### config.mk
export PLATFORM = sky130hd
export DESIGN_NAME = alu_seq
export DESIGN_NICKNAME = d
export VERILOG_FILES = /design/src/rtl/alu_seq.sv
export SDC_FILE = /design/constraint.sdc
export NUM_CORES = 1
export LEC_CHECK = 0
export BUFFER_PORTS_ARGS = -buffer_cell sky130_fd_sc_hd__buf_2
export CAP_MARGIN = 30
export CORE_ASPECT_RATIO = 0.75
export CORE_UTILIZATION = 55
export CTS_BUF_LIST = sky130_fd_sc_hd__clkbuf_4 sky130_fd_sc_hd__clkbuf_8
export DETAILED_ROUTE_END_ITERATION = 8
export HOLD_SLACK_MARGIN = 0.08
export PLACE_DENSITY = 0.75
export SYNTH_ARGS = -nofsm -noshare
export SYNTH_HDL_FRONTEND = slang
export SYNTH_SLANG_ARGS = --single-unit
### constraint.sdc
create_clock -name clk -period 3.1 [get_ports clk]
set_input_delay 0.31 -clock clk [delete_from_list [all_inputs] [get_ports clk]]
set_output_delay 0.31 -clock clk [all_outputs]
set_load 0.1 [all_outputs]
### src/rtl/alu_seq.sv
// alu_seq: request/response ALU engine with a bit-serial adder path.
// Add, sub and signed-less are computed LSB first, one bit per clock.
// The logic ops and equality finish in a single EXEC cycle.
// Optional macro ALU_SEQ_FAST_ADD_EN: add/sub/less use a combinational adder
// instead, so every op takes one EXEC cycle and no bit counter exists.
//
// state | meaning
// IDLE  | waiting for a request, req_ready=1
// EXEC  | operation in progress (WIDTH cycles serial, 1 cycle otherwise)
// DONE  | result held on outputs, resp_valid=1 until resp_ready

module alu_seq #(
  parameter int WIDTH = 4
) (
  input  logic             clk,
  input  logic             rst_n,
  input  logic             req_valid,
  output logic             req_ready,
  input  logic [2:0]       op,
  input  logic             in_c,
  input  logic [WIDTH-1:0] in_x,
  input  logic [WIDTH-1:0] in_y,
  output logic             resp_valid,
  input  logic             resp_ready,
  output logic [WIDTH-1:0] out_s,
  output logic             out_c,
  output logic             zero,
  output logic             overflow
);

  localparam logic [2:0] OP_ADD = 3'b000;
  localparam logic [2:0] OP_SUB = 3'b001;
  localparam logic [2:0] OP_NOT = 3'b010;
  localparam logic [2:0] OP_AND = 3'b011;
  localparam logic [2:0] OP_OR  = 3'b100;
  localparam logic [2:0] OP_XOR = 3'b101;
  localparam logic [2:0] OP_LT  = 3'b110;
  localparam logic [2:0] OP_EQ  = 3'b111;

  typedef enum logic [1:0] {
    IDLE = 2'd0,
    EXEC = 2'd1,
    DONE = 2'd2
  } state_t;

  state_t           state_q, next_state;
  logic             accept, load_res, exec_last;

  logic [2:0]       op_q;
  logic [WIDTH-1:0] x_q, y_q;
  logic             carry_q;

  logic [WIDTH-1:0] a_sum;
  logic             a_cout, a_ovf;

  logic [WIDTH-1:0] res_s;
  logic             res_c, res_of;

`ifdef ALU_SEQ_FAST_ADD_EN
  logic [WIDTH-1:0] y_eff;

  // Whole-word adder: y inverted for sub/less, carry_q holds the carry-in.
  always_comb begin
    y_eff             = (op_q == OP_ADD) ? y_q : ~y_q;
    {a_cout, a_sum}   = {1'b0, x_q} + {1'b0, y_eff} + {{WIDTH{1'b0}}, carry_q};
    a_ovf             = (x_q[WIDTH-1] == y_eff[WIDTH-1]) && (a_sum[WIDTH-1] != x_q[WIDTH-1]);
    exec_last         = 1'b1;
  end
`else
  localparam int CW = (WIDTH > 2) ? $clog2(WIDTH) : 1;

  logic [CW-1:0]    cnt_q;
  logic [WIDTH-2:0] acc_q;
  logic             is_arith, y_bit, s_bit;

  // One full-adder slice per cycle; x_q/y_q shift right so bit 0 is current.
  // a_sum is the partial sum with the new bit inserted at the MSB end, which
  // after WIDTH shifts is the complete result.
  always_comb begin
    is_arith  = (op_q == OP_ADD) || (op_q == OP_SUB) || (op_q == OP_LT);
    y_bit     = y_q[0] ^ (op_q != OP_ADD);
    s_bit     = x_q[0] ^ y_bit ^ carry_q;
    a_cout    = (x_q[0] & y_bit) | (x_q[0] & carry_q) | (y_bit & carry_q);
    a_sum     = {s_bit, acc_q};
    a_ovf     = (x_q[0] == y_bit) && (s_bit != x_q[0]);
    exec_last = !is_arith || (cnt_q == '0);
  end
`endif

  // Final result and flags for the captured op.
  always_comb begin
    res_s  = '0;
    res_c  = 1'b0;
    res_of = 1'b0;
    case (op_q)
      OP_ADD, OP_SUB: begin
        res_s  = a_sum;
        res_c  = a_cout;
        res_of = a_ovf;
      end
      OP_NOT: res_s = ~x_q;
      OP_AND: res_s = x_q & y_q;
      OP_OR:  res_s = x_q | y_q;
      OP_XOR: res_s = x_q ^ y_q;
      OP_LT:  res_s = {{(WIDTH-1){1'b0}}, a_sum[WIDTH-1] ^ a_ovf};
      OP_EQ:  res_s = {{(WIDTH-1){1'b0}}, x_q == y_q};
      default: res_s = '0;
    endcase
  end

  // State register.
  always_ff @(posedge clk or negedge rst_n) begin
    if (!rst_n) state_q <= IDLE;
    else        state_q <= next_state;
  end

  // Next-state and handshake decode.
  always_comb begin
    next_state = state_q;
    req_ready  = 1'b0;
    resp_valid = 1'b0;
    accept     = 1'b0;
    load_res   = 1'b0;
    case (state_q)
      IDLE: begin
        req_ready = 1'b1;
        if (req_valid) begin
          accept     = 1'b1;
          next_state = EXEC;
        end
      end
      EXEC: begin
        if (exec_last) begin
          load_res   = 1'b1;
          next_state = DONE;
        end
      end
      DONE: begin
        resp_valid = 1'b1;
        if (resp_ready) next_state = IDLE;
      end
      default: next_state = IDLE;
    endcase
  end

  // Operand capture, serial stepping and result registers.
  always_ff @(posedge clk or negedge rst_n) begin
    if (!rst_n) begin
      op_q     <= '0;
      x_q      <= '0;
      y_q      <= '0;
      carry_q  <= 1'b0;
      out_s    <= '0;
      out_c    <= 1'b0;
      zero     <= 1'b0;
      overflow <= 1'b0;
`ifndef ALU_SEQ_FAST_ADD_EN
      cnt_q    <= '0;
      acc_q    <= '0;
`endif
    end else begin
      if (accept) begin
        op_q    <= op;
        x_q     <= in_x;
        y_q     <= in_y;
        // sub and less need the +1 of the two's complement; in_c only for add
        carry_q <= (op == OP_ADD) ? in_c : 1'b1;
`ifndef ALU_SEQ_FAST_ADD_EN
        cnt_q   <= CW'(WIDTH-1);
`endif
      end
`ifndef ALU_SEQ_FAST_ADD_EN
      if (state_q == EXEC && is_arith) begin
        x_q     <= x_q >> 1;
        y_q     <= y_q >> 1;
        acc_q   <= a_sum[WIDTH-1:1];
        carry_q <= a_cout;
        if (cnt_q != '0) cnt_q <= cnt_q - CW'(1);
      end
`endif
      if (load_res) begin
        out_s    <= res_s;
        out_c    <= res_c;
        zero     <= (res_s == '0);
        overflow <= res_of;
      end
    end
  end

endmodule

==> out/results.tsv <==
metric	value	unit
WL final	3105	um
number of synthesized flops with an enable pin	0	
die width	62.98	um
slew margin rel.	32.64	%
clock transition at the registers of the reported paths	0.09	ns
synthesized area per cell	9.709	sq um
crit path capture type	register	
Setup Skew	0.006469	ns
Ports	25	
Final min period	2.794	ns
IO Port Bufs	24	
library cells used by synthesis	39	
ANT nets after route	0	
Via Count	1240	
syn nets	184	
cell area after synthesis	1534	sq um
core area	2623	sq um
most frequent cells in the layout	26 x dfrtp_1, 24 x buf_2, 19 x nand2_1	
DP HPWL	2307	um
setup_tns	0	ns
number of cell rows	16	
met3 routed WL	134	um
Detailed Route Iter0 Violations	104	
Syn-to-layout area delta	13.38	%
met2 wire length	1441	um
crit path DAT	2.96	ns
GPL Wtd Cong	0.8009	
vias per cell	5.714	
CP Class	reg2reg	
RSZ-0062 raised after global routing	false	
die area	3006	sq um
maxcap violations	0	
Seq/Total Area, Yosys	42.41	%
post-DR wirelength/cell	14.31	um
Ys Warns	0	
Max clock buf depth	2	
Num CTS Buffers	3	
global route overflow	0	
final setup fails	0	
synthesized flop and latch total	26	
hold_ws	0.2550	ns
Starting Density	58.49	%
commonest non-fill, non-tap cell in the layout	dfrtp_1	
fin crit share	90.12	%
CTS H-tree lvls	1	
CTS tree	built	
Mapped Cells	158	
CP Data Required Time	3.27	ns
max layer used	met4	
number of fill cells	213	
Slew Limit Fails	0	
Critical Path Fanout Max	7	
Skew-Pair Late Insertion Delay	0.27	ns
Root Driver	clkbuf_8	
CTS resizes	0	
number of diodes	0	
outcome	finished, final reports clean	
layout cells sized above 1	24.31	%
initial antenna violation count	0	
global-route wire length before repair	4995	um
Hold Path Class	in2reg	
ys flop type	dfrtp_1	
Metal-1 WL	1500	um
All-Layer GR Usage	22.60	%
async set or reset register ratio after synthesis	100.0	%
Max Clock Freq	358.0	MHz
layout net count	208	
Fin. Hold Viols	0	
startpoint types	register	
worst-margin pin slew	1.010	ns
drc violations	0	
Die H	47.74	um
Clock Sinks	26	
number of global-route vias before repair	1030	
first drt pass iteration count	4	
pin count of the biggest net entering global routing	27	
==> per-stage QoR <==
step | util, % | cells | worst slack [ns] | instance area, sq um
final | 66.32 | 217 | 0.3063 | 1739
after global routing | 66.32 | 217 | 0.1798 | 1739
after CTS | 66.32 | 217 | 0.2869 | 1739
after detailed placement | 63.84 | 212 | 0.2819 | 1674
after global placement | 63.84 | 212 | 0.5030 | 1674
after floorplan | - | 158 | 0.3889 | 1534
==> timing repair <==
action	4_1_cts	5_1_grt
hold buffers	1	0
endpoints found under the hold margin	26	0
setup buffers	0	0
==> per-layer routing <==
metal / global-route usage (%) / vias to the layer above
met4: 8.372 / 0
li1: - / 605
met2: 37.20 / 32
met1: 29.91 / 599
met3: 5.476 / 4
met5: 0 / -
==> path summary, 6_finish.rpt <==
path                       slack (ns)  cells past startpoint                   end            startpoint
setup / recovery                 0.31                      7      zero$_DFFE_PN0P_   op_q[1]$_DFFE_PN0P_
hold / removal                   0.25                      2    x_q[1]$_DFFE_PN0P_               in_x[1]
setup reg to reg                 0.31                      7      zero$_DFFE_PN0P_   op_q[1]$_DFFE_PN0P_
hold reg to reg                  0.51                      1  out_s[2]$_DFFE_PN0P_  out_s[2]$_DFFE_PN0P_
max in group asynchronous        2.14                      2    x_q[2]$_DFFE_PN0P_                 rst_n
min in group asynchronous        0.57                      2      zero$_DFFE_PN0P_                 rst_n
==> critical path, cell delays in order (launching register included) <==
cell and delay (ns):
dfrtp_1 0.38, or2_1 0.33, nor2_1 0.17, xnor2_1 0.19, fa_1 0.52, a211o_1 0.29, or4_4 0.43, o41ai_2 0.38
==> flip-flops by register name (all words and copies together) (netlist names) <==
| register | flops |
|---|---|
| cnt_q | 2 |
| carry_q | 1 |
| overflow | 1 |
| acc_q | 3 |
| zero | 1 |
| out_c | 1 |
| state_q | 2 |
| op_q | 3 |
| x_q | 4 |
| y_q | 4 |
| out_s | 4 |
==> cells by family (layout without fill, tap and decap cells) <==
family                   after synthesis  count (layout)  share of synthesized area (%)
adder cells (fa/ha/maj)               10              10                          8.646
AO/OA/AOI/OAI                         33              33                          15.99
XOR/XNOR                               2               2                          1.142
multiplexers                           7               7                          5.139
AND/OR/NAND/NOR                       61              61                          21.13
flip-flops                            26              26                          42.41
buffers and inverters                 19              42                          5.546
==> synthesized netlist by cell type, types with 4 or more instances <==
master / n / area share, %
mux2_2: 7 / 5.1
nand2b_1: 4 / 1.6
nor2_1: 10 / 2.4
nand2_1: 19 / 4.6
o21ai_0: 9 / 2.9
a21oi_1: 5 / 1.6
dfrtp_1: 26 / 42
clkbuf_1: 4 / 0.98
inv_1: 10 / 2.4
a221o_1: 7 / 4.6
nor2b_1: 4 / 1.6
nor3_1: 8 / 2.6
ha_1: 9 / 7.3
==> cell type report <==
class / count / area (sq um) / area share (%)
repair buffers: 28 / 152.6 / 8.777
multi-input cells: 113 / 798.3 / 45.90
flip-flops and latches: 26 / 650.6 / 37.41
inverters: 10 / 37.54 / 2.158
clock buffers: 4 / 55.05 / 3.165
well taps: 36 / 45.04 / 2.590
Power is not shown: default switching activity piles up to over one toggle a cycle in this logic, so the estimate is an artifact.
